<file path="config.mk">
export PLATFORM = sky130hd
export DESIGN_NAME = bcd_stopwatch
export DESIGN_NICKNAME = d
export VERILOG_FILES = /design/src/rtl/bcd_stopwatch.sv
export SDC_FILE = /design/constraint.sdc
export NUM_CORES = 1
export LEC_CHECK = 0
export ABC_AREA = 0
export BUFFER_PORTS_ARGS = -buffer_cell sky130_fd_sc_hd__buf_4
export CORE_MARGIN = 1.5
export CORE_UTILIZATION = 38
export CTS_CLUSTER_DIAMETER = 40
export DETAILED_ROUTE_END_ITERATION = 8
export HOLD_SLACK_MARGIN = 0.12
export SYNTH_ARGS = -nofsm -noshare
export SYNTH_HDL_FRONTEND = slang
export SYNTH_SLANG_ARGS = --single-unit
</file>
<file path="constraint.sdc">
create_clock -name clk -period 2.2 [get_ports clk]
set_input_delay 0.33 -clock clk [delete_from_list [all_inputs] [get_ports clk]]
set_output_delay 0.33 -clock clk [all_outputs]
set_load 0.03 [all_outputs]
</file>
<file path="src/rtl/bcd_stopwatch.sv">
// Multi-digit BCD stopwatch: prescaled up/down count, preset load,
// wrap-or-saturate limits and a lap-hold display freeze.
module bcd_stopwatch #(
    parameter int CLK_FREQ = 100000000,
    parameter int TICK_HZ  = 1,
    parameter int DIGITS   = 2,
    parameter int WRAP     = 1
) (
    input  logic                  clk,
    input  logic                  init_regs,
    input  logic                  count_enabled,
    input  logic                  count_down,
    input  logic                  load,
    input  logic [4*DIGITS-1:0]   load_value,
    input  logic                  lap,
    output logic [4*DIGITS-1:0]   time_reading,
    output logic                  tick,
    output logic                  wrap
);

    localparam int DIV = CLK_FREQ / TICK_HZ;
    localparam int PW  = (DIV > 2) ? $clog2(DIV) : 1;
    localparam int W   = 4 * DIGITS;
    localparam logic [PW-1:0] PMAX = PW'(DIV - 1);

    typedef enum logic {
        LIVE,
        HELD
    } lap_state_e;

    lap_state_e    state_q, state_d;
    logic [PW-1:0] presc_q, presc_d;
    logic [W-1:0]  count_q, count_d;
    logic [W-1:0]  snap_q, snap_d;
    logic          tick_q, tick_d;
    logic          wrap_q, wrap_d;

    logic [W-1:0]  inc_val;
    logic [W-1:0]  dec_val;
    logic [W-1:0]  clamp_val;
    logic          carry;
    logic          borrow;
    logic          step;

    // Ripple carry/borrow out of the top digit flags the all-9s / all-0s limit.
    always_comb begin
        inc_val   = count_q;
        dec_val   = count_q;
        clamp_val = load_value;
        carry     = 1'b1;
        borrow    = 1'b1;
        for (int i = 0; i < DIGITS; i++) begin
            if (carry) begin
                if (count_q[4*i +: 4] == 4'd9) begin
                    inc_val[4*i +: 4] = 4'd0;
                end else begin
                    inc_val[4*i +: 4] = count_q[4*i +: 4] + 4'd1;
                    carry = 1'b0;
                end
            end
            if (borrow) begin
                if (count_q[4*i +: 4] == 4'd0) begin
                    dec_val[4*i +: 4] = 4'd9;
                end else begin
                    dec_val[4*i +: 4] = count_q[4*i +: 4] - 4'd1;
                    borrow = 1'b0;
                end
            end
            if (load_value[4*i +: 4] > 4'd9) begin
                clamp_val[4*i +: 4] = 4'd9;
            end
        end
    end

    assign step = count_enabled && (presc_q == PMAX);

    always_comb begin
        presc_d = presc_q;
        count_d = count_q;
        snap_d  = snap_q;
        state_d = state_q;
        tick_d  = 1'b0;
        wrap_d  = 1'b0;
        if (load) begin
            count_d = clamp_val;
            presc_d = '0;
            state_d = LIVE;
        end else begin
            if (count_enabled) begin
                presc_d = step ? '0 : presc_q + PW'(1);
            end
            if (step) begin
                tick_d = 1'b1;
                if (count_down) begin
                    wrap_d = borrow;
                    if (!borrow || WRAP != 0) begin
                        count_d = dec_val;
                    end
                end else begin
                    wrap_d = carry;
                    if (!carry || WRAP != 0) begin
                        count_d = inc_val;
                    end
                end
            end
            if (lap) begin
                unique case (state_q)
                    LIVE: begin
                        snap_d  = count_q;
                        state_d = HELD;
                    end
                    HELD: state_d = LIVE;
                    default: state_d = LIVE;
                endcase
            end
        end
    end

    always_ff @(posedge clk or posedge init_regs) begin
        if (init_regs) begin
            state_q <= LIVE;
            presc_q <= '0;
            count_q <= '0;
            snap_q  <= '0;
            tick_q  <= 1'b0;
            wrap_q  <= 1'b0;
        end else begin
            state_q <= state_d;
            presc_q <= presc_d;
            count_q <= count_d;
            snap_q  <= snap_d;
            tick_q  <= tick_d;
            wrap_q  <= wrap_d;
        end
    end

    assign time_reading = (state_q == HELD) ? snap_q : count_q;
    assign tick         = tick_q;
    assign wrap         = wrap_q;

endmodule
</file>
* Word-level counts from Yosys, hierarchy flattened *
Index checks and enable logic that the tools add are counted.

word-level totals
  register bits = 46
  bits in latches = 0
  bits in writable memories = 0
  bits in read-only memories = 0
  output and inout bits = 10
  word-level logic and storage cells = 58
  memories = 0

operators by class
  add/subtract/negate cells = 5
  multipliers = 0
  divide/modulo/power cells = 0
  $lt $le $gt $ge = 2
  equal/unequal tests = 4
  shift-type cells = 0
  mux-type cells = 29
  bitwise logic cells = 2
  reductions and logical operators = 9

operators by type and width
  cell                   count
  $mux 27                3
  $mux 4                 8
  $mux 8                 4
  $add 27x1->27 const B  1
  $eq 27x27->1 const B   1
  $mux 1                 13
  $add 4x1->4 const B    2
  $eq 4x4->1 const B     2
  $gt 4x4->1 const B     2
  $logic_not 4->1        2
  $sub 4x1->4 const B    2
  $reduce_bool 2->1      3
  $ne 3x1->1 const B     1
  $reduce_and 3->1       1
  $reduce_bool 3->1      1
  $not 1->1              2
  $pmux 1 s2             1
  $reduce_and 2->1       1
  $logic_and 1x1->1      1

* Logic depth before layout (Yosys ltp) *
  depth after elaboration = 6
  depth in mapped cells = 7
  gate-level depth less buffers = 6

* Worst setup path after synthesis *
No wires, ideal clock.

  path type = flip-flop to flip-flop
  from = register presc_q[13]
  to = register presc_q[25]
  library setup time = 119 ps
  arrival = 1839 ps
  data required time = 2081 ps
  slack = 243 ps
  stages on the path, launching flop included = 6
  cells stage by stage = dfrtp_1 > nand4_4 > or4_4 > or4b_4 > xor2_1 > nor2_2

between the ends
  cells in the longest elaborated chain, start to end = 5

RTL lines
  what                                                   RTL line  source
  start, declared                                        32        logic [PW-1:0] presc_q, presc_d;
  start signal, assigned                                 129       presc_q <= presc_d;
  branches (longest 2 deep; another with $add 27x1->27)  -
  $mux 27 *                                              90        presc_d = step ? '0 : presc_q + PW'(1);
  $mux 27 *                                              89        if (count_enabled) begin
  $mux 27 *                                              84        if (load) begin

Mark *: on every way between the ends. The select of a mux whose other input is x is not followed.
A chain may end at the register's enable or synchronous reset.

* Worst setup path after layout *
  from = register presc_q[0]
  to = register count_q[2]

between the ends
  cells in the longest elaborated chain, start to end = 3

RTL lines
  what                         RTL line  source
  $eq 27x27->1                 75        assign step = count_enabled && (presc_q == PMAX);
  $logic_and 1x1->1            75
  $reduce_bool 2->1 (no line)  -
  end signal, assigned         130       count_q <= count_d;
  end, declared                33        logic [W-1:0] count_q, count_d;

Every way passes these cells.

==> reports/summary.log <==
INFO  status         outcome=finished clean
INFO  grt            globalRouteTotalUtil=16.8%
INFO  clock_network  cts_root_buffer=clkbuf_8
INFO  clock_network  clock_latency_on_the_worst_skew_pair=0.32ns
INFO  synthesis      synth_area_per_cell=9.20um^2
INFO  synthesis      ys_ff_latch=46
INFO  synthesis      ys_top_cells_by_area=dfrtp_1 42%, mux2_2 6.6%, nor2_1 4.6%, xnor2_1 4.2%, xor2_1 4.2%
INFO  synthesis      number_of_flops_mapped_to_enable_cells_by_yosys=0
INFO  worst_setup_path worstPathMaxFanout=11
INFO  synthesis      yosysSeqAreaShare=42.4%
INFO  die            die_h=87.5um
INFO  clock_network  cts-buffers-inserted=5
INFO  timing         setup_repair_after_global_routing_missed_its_margin=false
INFO  worst_setup_path worst_setup_path_start_kind=flop
INFO  layout         design.final.nets=336
INFO  worst_setup_path r2r_cells=7
INFO  clock_network  cts.reportedPaths.clkPinSlew=0.10ns
INFO  timing         timing.clock.skew=0.0191ns
INFO  timing         min_period=1.99ns
INFO  grt            grt_overflow=0
INFO  grt            grt_pass1_wl=10.1mm
INFO  grt            via_count_of_the_first_global_routing_pass=2021
INFO  clock_network  cts_max_path_buffers=2
INFO  synthesis      synth_fp_nets=310
INFO  routing        wirelength=5.86mm
INFO  clock_network  cts.htree.levels=2
INFO  power          clock_power_share=31.8%
INFO  die            die_width=87.5um
INFO  power          combPwrFrac=19.5%
INFO  timing         hold_viol=0
INFO  power          irDropWorstVdd=253uV
INFO  synthesis      synth_largest_area_cell=dfrtp_1
INFO  timing         timing.final.ws_setup=0.205ns
INFO  synthesis      mappedNetlistArea=2710um^2
INFO  timing         timing.max_slew.rel_slack=61.9%
INFO  hold_path      hold_class=in2async
INFO  power          p_int=1.44mW
INFO  clock_network  tritoncts_clock_tree=built
INFO  flow_run       cap_viol_max_count=0
INFO  timing         fin_setup_tns=0ns
INFO  worst_setup_path critPathRequiredTime=2.42ns
INFO  placed_design  place.port_buffers=23
INFO  synthesis      synthesis.yosys.warnings=0
INFO  power          switching_share=28.9%
INFO  grt            grt_start_max_net_pins=47
INFO  timing         setup_viol=0
INFO  placed_design  preCtsSetupSlack=0.125ns
INFO  power          power_per_cell_area=642nW/um^2
INFO  die            rows=30
INFO  layout         antenna_cells_inserted=0
INFO  power          power_leakage=1.32nW
INFO  placed_design  hpwl=4.19mm
INFO  worst_setup_path critical_path_arrival=2.21ns
INFO  routing        final_antenna_net_count=0
INFO  routing        vias=2208
INFO  layout         post_route_cells_drive_above_1_share=22.0%
INFO  routing        routed_wire_length_per_instance=14.0um
INFO  routing        drt_iter0_markers=117
INFO  routing        route.detailed.drc=0
INFO  synthesis      synth.top_cells.by_count=46 x dfrtp_1, 33 x nor2_1, 24 x nand2_1, 17 x o21ai_0, 16 x mux2_2
INFO  routing        drt_pass_1_iters=4
INFO  die            core_footprint=6830um^2
INFO  timing         final-max-slew-violation-count=0
INFO  worst_setup_path worst-setup-path-type=reg2reg
INFO  placed_design  gp_routability_congestion=0.826
INFO  timing         post-route-period-util=90.7%
INFO  synthesis      dominantRegCellSynth=dfrtp_1
INFO  clock_network  cts.sinks=46
INFO  synthesis      yosys.cell_count.top_type=dfrtp_1
INFO  routing        vias_per_cell=5.28
INFO  die            initial_utilization=39.7%
INFO  power          power.switching=0.583mW
INFO  synthesis      post-synth-top-area-fraction=42.4%
INFO  synthesis      netlist-cell-type-count=53
INFO  timing         worst_pin_slew=0.572ns
INFO  grt            number_of_antenna_violations_at_the_first_check_in_global_routing=0
INFO  die            die-area=7660um^2
INFO  synthesis      asyncSetResetFlopFracSynth=100%
INFO  die            boundaryPins=24
INFO  layout         finish.utilization=46.0%
INFO  worst_setup_path end_kind=flop
INFO  layout         area.growth.synth_to_final=15.9%
INFO  power          seqPwrFrac=48.6%
INFO  timing         fmax=0.501GHz
INFO  synthesis      synthesized_instance_count=295
==> worst paths after layout <==
kind / start / to / slack (ns)
max in group asynchronous: init_regs / presc_q[22]$_DFFE_PP0P_ / 1.65
setup reg to reg: presc_q[0]$_DFFE_PP0P_ / count_q[2]$_DFFE_PP0P_ / 0.21
hold / removal: init_regs / count_q[6]$_DFFE_PP0P_ / 0.16
setup / recovery: presc_q[0]$_DFFE_PP0P_ / count_q[2]$_DFFE_PP0P_ / 0.21
min in group clk: lap / state_q$_DFFE_PP0P_ / 0.26
hold reg to reg: snap_q[6]$_DFFE_PP0P_ / snap_q[6]$_DFFE_PP0P_ / 0.51
==> power groups by stage <==
stage | clock [mW] | combinational, mW | sequential [mW]
5_1_grt | 0.691 | 0.438 | 0.994
4_1_cts | 0.660 | 0.401 | 0.982
2_1_floorplan | 0 | 0.328 | 0.945
3_3_place_gp | 0 | 0.395 | 0.996
3_5_place_dp | 0 | 0.399 | 0.999
6_report | 0.642 | 0.395 | 0.982
==> layer usage <==
layer | vias to the layer above | wire length [um] | global-route usage [%]
li1 | 1096 | - | -
met1 | 1063 | 3010 | 25.7
met2 | 41 | 2580 | 24.4
met3 | 8 | 209 | 3.22
met4 | 0 | 70 | 4.33
met5 | - | 0 | 0
==> cell type report <==
type                    instances  area [um^2]
inverters                      12         45.0
multi-input cells             220         1450
fillers                       688         3690
clock inverters                 2         37.5
flip-flops and latches         46         1150
repair buffers                 36          270
well taps                      96          120
clock buffers                   6         72.6
==> cells in the final DEF (no fill, tap or decap), types with 3 or more instances in the layout <==
cell type / instances
dfrtp_1: 46
buf_4: 36
nor2_1: 33
nand2_1: 24
o21ai_0: 17
mux2_2: 16
xnor2_1: 13
xor2_1: 13
nand3_1: 10
inv_1: 10
a21oi_1: 10
nor3_1: 10
nand4_1: 7
nor4_1: 6
nand3b_1: 5
or3_1: 5
clkbuf_8: 5
and3_1: 4
nor4b_1: 3
nand2b_1: 3
==> sequential cells by signal, summed over array words and instances (netlist names) <==
signal,count
count_q,8
wrap,1
snap_q,8
tick,1
state_q,1
presc_q,27
==> critical path: stages (launching register included) <==
cell and delay (ns):
dfrtp_1 0.41, ha_1 0.21, nand3_1 0.12, nor4_1 0.38, nand2b_2 0.23, buf_4 0.21, o31a_1 0.26, o21ai_0 0.09
==> cells by family after synthesis <==
kind of cell | count (synthesis) | share of synthesized area (%)
simple gates | 127 | 25.4
compound gates | 50 | 12.4
flops | 46 | 42.4
buf+inv | 29 | 4.29
xor+xnor | 26 | 8.39
mux | 16 | 6.64
fa+ha+maj | 1 | 0.461
==> what timing repair did <==
item / CTS / global route
hold buffers: 0 / 0
endpoints found under the setup margin: 0 / 2
buffers inserted: 0 / 0
resized for setup: 0 / 1
==> per-stage QoR <==
stage	hold slack, ns	cell area [um^2]	power, mW	instances
after CTS	0.186	3140	2.04	418
final	0.159	3150	2.02	418
after detailed placement	0.492	3030	1.40	410
after global routing	0.224	3150	2.12	418
after floorplan	0.451	2710	1.27	295
after global placement	0.481	3030	1.39	410
(Power assumes the default switching activity.)
